$ cat src/rtl/fetch_pkg.sv
// Shared types and constants for the instruction fetch unit: FSM state
// encoding, opcode field bounds and the sequential PC increment.
package fetch_pkg;

    typedef enum logic [1:0] {
        ST_REQ   = 2'd0,
        ST_ISSUE = 2'd1,
        ST_HALT  = 2'd2
    } fetch_state_t;

    localparam int OPCODE_HI = 31;
    localparam int OPCODE_LO = 21;
    localparam int PC_INCR   = 4;

endpackage

$ cat src/rtl/next_pc_calc.sv
// Combinational next-PC selection: sequential increment or word-scaled
// branch offset relative to the presented instruction's address.
import fetch_pkg::*;

module next_pc_calc #(
    parameter int IMEM_AW = 64
) (
    input  logic [IMEM_AW-1:0] i_cur_pc,
    input  logic               i_branch,
    input  logic               i_uncond,
    input  logic               i_zero,
    input  logic [IMEM_AW-1:0] i_imm,
    output logic [IMEM_AW-1:0] o_next_pc
);

    logic               w_taken;
    logic [IMEM_AW-1:0] w_seq_pc;
    logic [IMEM_AW-1:0] w_tgt_pc;

    assign w_taken  = i_uncond | (i_branch & i_zero);
    // Both sums wrap silently at the address width.
    assign w_seq_pc = i_cur_pc + IMEM_AW'(PC_INCR);
    assign w_tgt_pc = i_cur_pc + (i_imm << 2);

    assign o_next_pc = w_taken ? w_tgt_pc : w_seq_pc;

endmodule

$ cat src/rtl/fetch_unit.sv
// Single-outstanding instruction fetch FSM (REQ -> ISSUE -> REQ).
// Optional misalignment trap enabled by defining FETCH_ALIGN_CHECK_EN.
import fetch_pkg::*;

module fetch_unit #(
    parameter int               IMEM_AW  = 64,
    parameter logic [IMEM_AW-1:0] RESET_PC = '0
) (
    input  logic               CLK,
    input  logic               Reset_L,
    output logic               IMemReq,
    output logic [IMEM_AW-1:0] IMemAddr,
    input  logic               IMemValid,
    input  logic [31:0]        IMemData,
    output logic [31:0]        Instruction,
    output logic [10:0]        Opcode,
    output logic [IMEM_AW-1:0] CurrentPC,
    output logic               InstrValid,
    input  logic               InstrAccept,
    input  logic               Branch,
    input  logic               Uncondbranch,
    input  logic               Zero,
    input  logic [IMEM_AW-1:0] BranchImm,
    output logic               Fault
);

    fetch_state_t       r_state;
    fetch_state_t       w_state_next;
    logic [IMEM_AW-1:0] r_pc;
    logic [IMEM_AW-1:0] r_cur_pc;
    logic [31:0]        r_instr;
    logic [IMEM_AW-1:0] w_next_pc;
    logic               w_capture;
    logic               w_retire;
    logic               w_misalign;

    next_pc_calc #(
        .IMEM_AW (IMEM_AW)
    ) u_next_pc (
        .i_cur_pc  (r_cur_pc),
        .i_branch  (Branch),
        .i_uncond  (Uncondbranch),
        .i_zero    (Zero),
        .i_imm     (BranchImm),
        .o_next_pc (w_next_pc)
    );

`ifdef FETCH_ALIGN_CHECK_EN
    assign w_misalign = (w_next_pc[1:0] != 2'b00);
`else
    assign w_misalign = 1'b0;
`endif

    always_ff @(posedge CLK or negedge Reset_L) begin
        if (!Reset_L) begin
            r_state <= ST_REQ;
        end else begin
            r_state <= w_state_next;
        end
    end

    always_comb begin
        w_state_next = r_state;
        IMemReq      = 1'b0;
        InstrValid   = 1'b0;
        w_capture    = 1'b0;
        w_retire     = 1'b0;
        case (r_state)
            ST_REQ: begin
                IMemReq = 1'b1;
                if (IMemValid) begin
                    w_capture    = 1'b1;
                    w_state_next = ST_ISSUE;
                end
            end
            ST_ISSUE: begin
                InstrValid = 1'b1;
                if (InstrAccept) begin
                    w_retire     = 1'b1;
                    w_state_next = w_misalign ? ST_HALT : ST_REQ;
                end
            end
            ST_HALT: begin
                w_state_next = ST_HALT;
            end
            default: begin
                w_state_next = ST_REQ;
            end
        endcase
    end

    always_ff @(posedge CLK or negedge Reset_L) begin
        if (!Reset_L) begin
            r_pc     <= RESET_PC;
            r_cur_pc <= '0;
            r_instr  <= '0;
        end else begin
            if (w_capture) begin
                r_instr  <= IMemData;
                r_cur_pc <= r_pc;
            end
            if (w_retire) begin
                r_pc <= w_next_pc;
            end
        end
    end

`ifdef FETCH_ALIGN_CHECK_EN
    logic r_fault;

    // Sticky until reset; the FSM parks in HALT alongside it.
    always_ff @(posedge CLK or negedge Reset_L) begin
        if (!Reset_L) begin
            r_fault <= 1'b0;
        end else if (w_retire && w_misalign) begin
            r_fault <= 1'b1;
        end
    end

    assign Fault = r_fault;
`else
    assign Fault = 1'b0;
`endif

    assign IMemAddr    = r_pc;
    assign CurrentPC   = r_cur_pc;
    assign Instruction = r_instr;
    assign Opcode      = r_instr[OPCODE_HI:OPCODE_LO];

endmodule

$ cat config.mk
export PLATFORM = sky130hd
export DESIGN_NAME = fetch_unit
export DESIGN_NICKNAME = d
export VERILOG_FILES = /design/src/rtl/fetch_pkg.sv /design/src/rtl/next_pc_calc.sv /design/src/rtl/fetch_unit.sv
export SDC_FILE = /design/constraint.sdc
export NUM_CORES = 1
export LEC_CHECK = 0
export CORE_MARGIN = 4
export CORE_UTILIZATION = 40
export CTS_BUF_LIST = sky130_fd_sc_hd__clkbuf_8
export DETAILED_ROUTE_END_ITERATION = 7
export PLACE_DENSITY_LB_ADDON = 0.3
export REMOVE_ABC_BUFFERS = 1
export SETUP_SLACK_MARGIN = 0.02
export SLEW_MARGIN = 20
export SYNTH_ARGS = -nofsm -noshare
export SYNTH_HDL_FRONTEND = slang
export SYNTH_SLANG_ARGS = --single-unit
export TNS_END_PERCENT = 100
$ cat constraint.sdc
create_clock -name CLK -period 4.2 [get_ports CLK]
set_input_delay 0.42 -clock CLK [delete_from_list [all_inputs] [get_ports CLK]]
set_output_delay 0.42 -clock CLK [all_outputs]
set_load 0.1 [all_outputs]
; ---- Yosys cells after proc, flatten, opt, wreduce, memory -nomap -nowiden
; Index checks and enable logic that the tools add are counted.
[op_classes]
multipliers = 0
n_addsub = 2
n_div = 0
shifts = 0
bitwise = 2
n_eq_ne = 4
n_mux = 10
order_cmp = 0
reduce_logical = 2
[op_table]
columns = cell, count
row1 = $add 64x3->64 const B, 1
row2 = $add 64x64->64, 1
row3 = $mux 64, 1
row4 = $mux 1, 6
row5 = $pmux 2 s3, 1
row6 = $mux 2, 2
row7 = $ne 2x2->1 const B, 2
row8 = $eq 2x1->1 const B, 1
row9 = $eq 2x2->1 const B, 1
row10 = $logic_not 2->1, 1
row11 = $reduce_and 2->1, 1
row12 = $and 1x1->1, 1
row13 = $or 1x1->1, 1
[totals]
regBits = 162
rom_bits = 0
ramBits = 0
latchBits = 0
memories = 0

; ---- Logic depth before layout (Yosys ltp)
[depth]
depth_word = 3
mapped_depth = 17
depth_no_buf = 15

; ---- Hierarchy
; Synthesis repeated with hierarchy kept, for this count alone.
[unflattened]
cells_unflattened = 955
area_unflattened_um2 = 10231.1
[by_module_without_submodules]
columns = module, n_inst, seq_area_each_um2, area_per_inst_um2, cells_each
row1 = fetch_unit, 1, 4053.9, 6130.9, 360
row2 = next_pc_calc, 1, 0.0, 4100.2, 595

; ---- Worst setup path after synthesis
; OpenSTA, ideal clock, no wires.
[synth_timing]
path_kind = input port to flip-flop
start = input port Branch
end = register r_pc[60], in the netlist IMemAddr[60]
setup_time_ps = 131
stages = 17
path_slack_ps = 405
n_path_buf = 2
arrival_ps = 3663
required_time_ps = 4069
path_cell_list = a21oi_1 > clkbuf_1 > or2_2 > ha_1 > inv_1 > fa_1 > nor2b_4 > o2111ai_2 > and3_4 > o31ai_4 > a31oi_2 > a211oi_2 > or2_1 > buf_4 > a311oi_2 > and4b_1 > or3_1
[synth_via]
elab_chain_len = 3
[synth_rtl]
columns = item, line
row1 = from (decl), fetch_unit.sv:20  ; input logic Branch,
row2 = $and 1x1->1, next_pc_calc.sv:20  ; assign w_taken = i_uncond | (i_branch & i_zero);
row3 = $or 1x1->1, next_pc_calc.sv:20
row4 = $mux 64, next_pc_calc.sv:25  ; assign o_next_pc = w_taken ? w_tgt_pc : w_seq_pc;
row5 = to (signal assigned), fetch_unit.sv:103  ; r_pc <= w_next_pc;
row6 = to (decl), fetch_unit.sv:29  ; logic [IMEM_AW-1:0] r_pc;
; Every way passes these cells.
; A chain may end at the register's enable or synchronous reset.

; ---- Worst setup path after layout
[layout_timing]
start = input port Branch
end = register r_pc[57], in the netlist IMemAddr[57]
; The elaborated chain is that of the path after synthesis.

==> flow_metrics.env <==
export IMPL_cts_hold_repair_buffers=0
export IMPL_core_area_um2=25100
export IMPL_yosys_register_bits=162
export IMPL_synth_area_um2=10200
export IMPL_io_pins=277
export IMPL_cts_buffers=17
export IMPL_grt_setup_unrepaired="false"
export IMPL_fmax_mhz=265
export IMPL_antenna_found_initial=0
export IMPL_overflow=0
export IMPL_drtAntennaViolNets=0
export IMPL_finClkSkew_ps=15.6
export IMPL_clock_root_buffer="clkbuf_8"
export IMPL_grt_pass1_vias=8871
export IMPL_finalCritPeriodShare_pct=89.7
export IMPL_finalWirelength_mm=27.9
export IMPL_area_delta_synth_final_pct=35.7
export IMPL_synth_ff_type="dfrtp_1"
export IMPL_synth_top_area_share_pct=39.9
export IMPL_finalCriticalPeriod_ps=3770
export IMPL_fin_cells=1662
export IMPL_gp_congestion=0.886
export IMPL_grt_pass1_wl_mm=45.7
export IMPL_final_common_cell="clkdlybuf4s50_1"
export IMPL_layout_drive_gt1_share_pct=15.8
export IMPL_wl_per_cell_um=16.8
export IMPL_outcome="completed"
export IMPL_worstPathArrival_ps=4160
export IMPL_clockBufferDepth=2
export IMPL_criticalPathCategory="in2reg"
export IMPL_worstPathRequired_ps=4590
export IMPL_die_w_um=167
export IMPL_drt_iter0_markers=502
export IMPL_nets=1485
export IMPL_async_reset_ff_share_pct=100
export IMPL_synth_edf_count=0
export IMPL_max_slew_margin_rel_pct=28.1
export IMPL_dp_hpwl_mm=21.0
export IMPL_htree_num_levels=4
export IMPL_cp_max_fo=43
export IMPL_fillers=2307
export IMPL_antenna_cells=0
export IMPL_hold_path_class="in2async"
export IMPL_layout_area_seq_um2=4050
export IMPL_drc=0
export IMPL_synth_cells=1050
export IMPL_cts_sinks=162
export IMPL_fp_dieH_um=167
export IMPL_postCtsSetupRepairBufs=0
export IMPL_grt_max_degree=106
export IMPL_worst_pin_slew_ps=1070
export IMPL_avgSynthCellArea_um2=9.68
export IMPL_slew_violations=0
export IMPL_multi_input_area_um2=5710
export IMPL_yosys_warnings=0
export IMPL_worstSetupEndpointType="register"
export IMPL_setup_violations=0
export IMPL_place_ws_ps=31.7
export IMPL_row_count=58
export IMPL_start_util_pct=40.5
export IMPL_final_cell_mix="clkdlybuf4s50_1, dfrtp_1, nand2_1"
export IMPL_dp_cells=1631
export IMPL_grt_total_usage_pct=19.7
export IMPL_ys_seq_area_share_pct=39.9
export IMPL_die_area_um2=28000
export IMPL_vias=8777
export IMPL_synth_top_cell_by_area="dfrtp_1"
export IMPL_drtPass1Iterations=5
export IMPL_insertion_delay_ps=460
export IMPL_avgViaCountPerCell=5.28
export IMPL_worst_setup_path_start_kind="primary input"
export IMPL_synth_cell_types=72
export IMPL_cts_resized=0
export IMPL_hold_viol=0
export IMPL_cap_viol_max_count=0
export IMPL_setup_slack_ps=433
export IMPL_numPortBuffers=273
export IMPL_cts_tree="done"
export IMPL_yosys_top_cells_area="dfrtp_1, mux2_2, ha_1"
export IMPL_path_clk_slew_ps=100
## area by class of cell
type                       count  share of cell area, %
inverter                      13                  0.354
clock buffer                  17                   1.70
clock inverter                14                   1.12
timing repair buffer         329                   23.1
multi-input combinational    797                   41.4
sequential                   162                   29.4
tap                          330                   2.99
## sequential cells by signal, indices dropped and copies added (netlist names)
register	cells
IMemAddr	64
CurrentPC	64
r_state	2
Instruction	32
## Yosys cell counts (3+ instances only)
cell	number
a21oi_2	3
dfrtp_1	162
nand2b_1	8
a211oi_1	4
o221ai_1	3
buf_2	6
a31o_2	5
a211o_1	3
o21a_1	4
o211ai_1	4
inv_1	13
mux2_2	96
nor4_1	4
xnor2_1	29
or3_1	7
o21ai_1	11
buf_1	3
a21oi_1	68
nor3_1	6
ha_1	61
buf_4	16
a21o_1	37
clkbuf_1	51
xor2_1	26
nand4_1	22
o21ai_0	90
nand2_1	115
nor2_1	26
o21bai_1	5
and2_1	6
nor2b_1	73
nand3_1	19
a31oi_1	4
nor4b_1	3
and3_1	9
## worst max-delay path: stages
cell             delay (ps)
clkdlybuf4s50_1         440
a21oi_4                 270
buf_12                  270
nor2b_1                 100
ha_1                    430
nand4_1                 190
nor4_1                  390
or3_1                   160
o22ai_1                  70
a31oi_2                 300
a21o_1                  210
a21o_2                  180
a21oi_1                 120
or4_1                   490
nand3_1                  90
## metrics by stage
step                      util (%)  instance area, µm²  setup TNS (ps)  hold slack (ps)
after global placement        53.4               13400               0              427
after CTS                     54.9               13800               0              113
after floorplan                  -                9790          -85150              124
after detailed placement      53.4               13400               0              457
after global routing          54.9               13800               0              113
final                         54.9               13800               0             34.6
## final timing paths
path | start | end | slack (ps) | depth (start not counted)
worst min-delay path | Reset_L | Instruction[0] | 30 | 1
max in group asynchronous | Reset_L | CurrentPC[18] | 3370 | 2
worst max-delay path | Branch | IMemAddr[57] | 430 | 15
min in group CLK | r_state[0] | r_state[1] | 470 | 1
worst min register to register | r_state[0] | r_state[1] | 470 | 1
worst max register to register | CurrentPC[2] | IMemAddr[60] | 910 | 13
## layer usage
metal	track usage, %	routed length, µm	up-vias
li1	-	-	4268
met1	25.7	12500	4231
met2	33.5	13600	253
met3	4.82	1580	25
met4	4.30	306	0
met5	0	0	-
## kinds of logic (layout without fill, tap and decap cells)
group / Yosys count / count (layout) / synth area share, %
other cells: 1 / 1 / 0.0369
simple gates: 311 / 311 / 15.8
compound gates: 271 / 271 / 17.0
flops: 162 / 162 / 39.9
buf+inv: 91 / 373 / 4.17
fa+ha+maj: 62 / 62 / 7.70
mux: 97 / 97 / 10.7
xor+xnor: 55 / 55 / 4.74
Power is left out: the tool's default activity adds up to more than one toggle a clock period on the data nets, which glitch-free logic cannot reach.
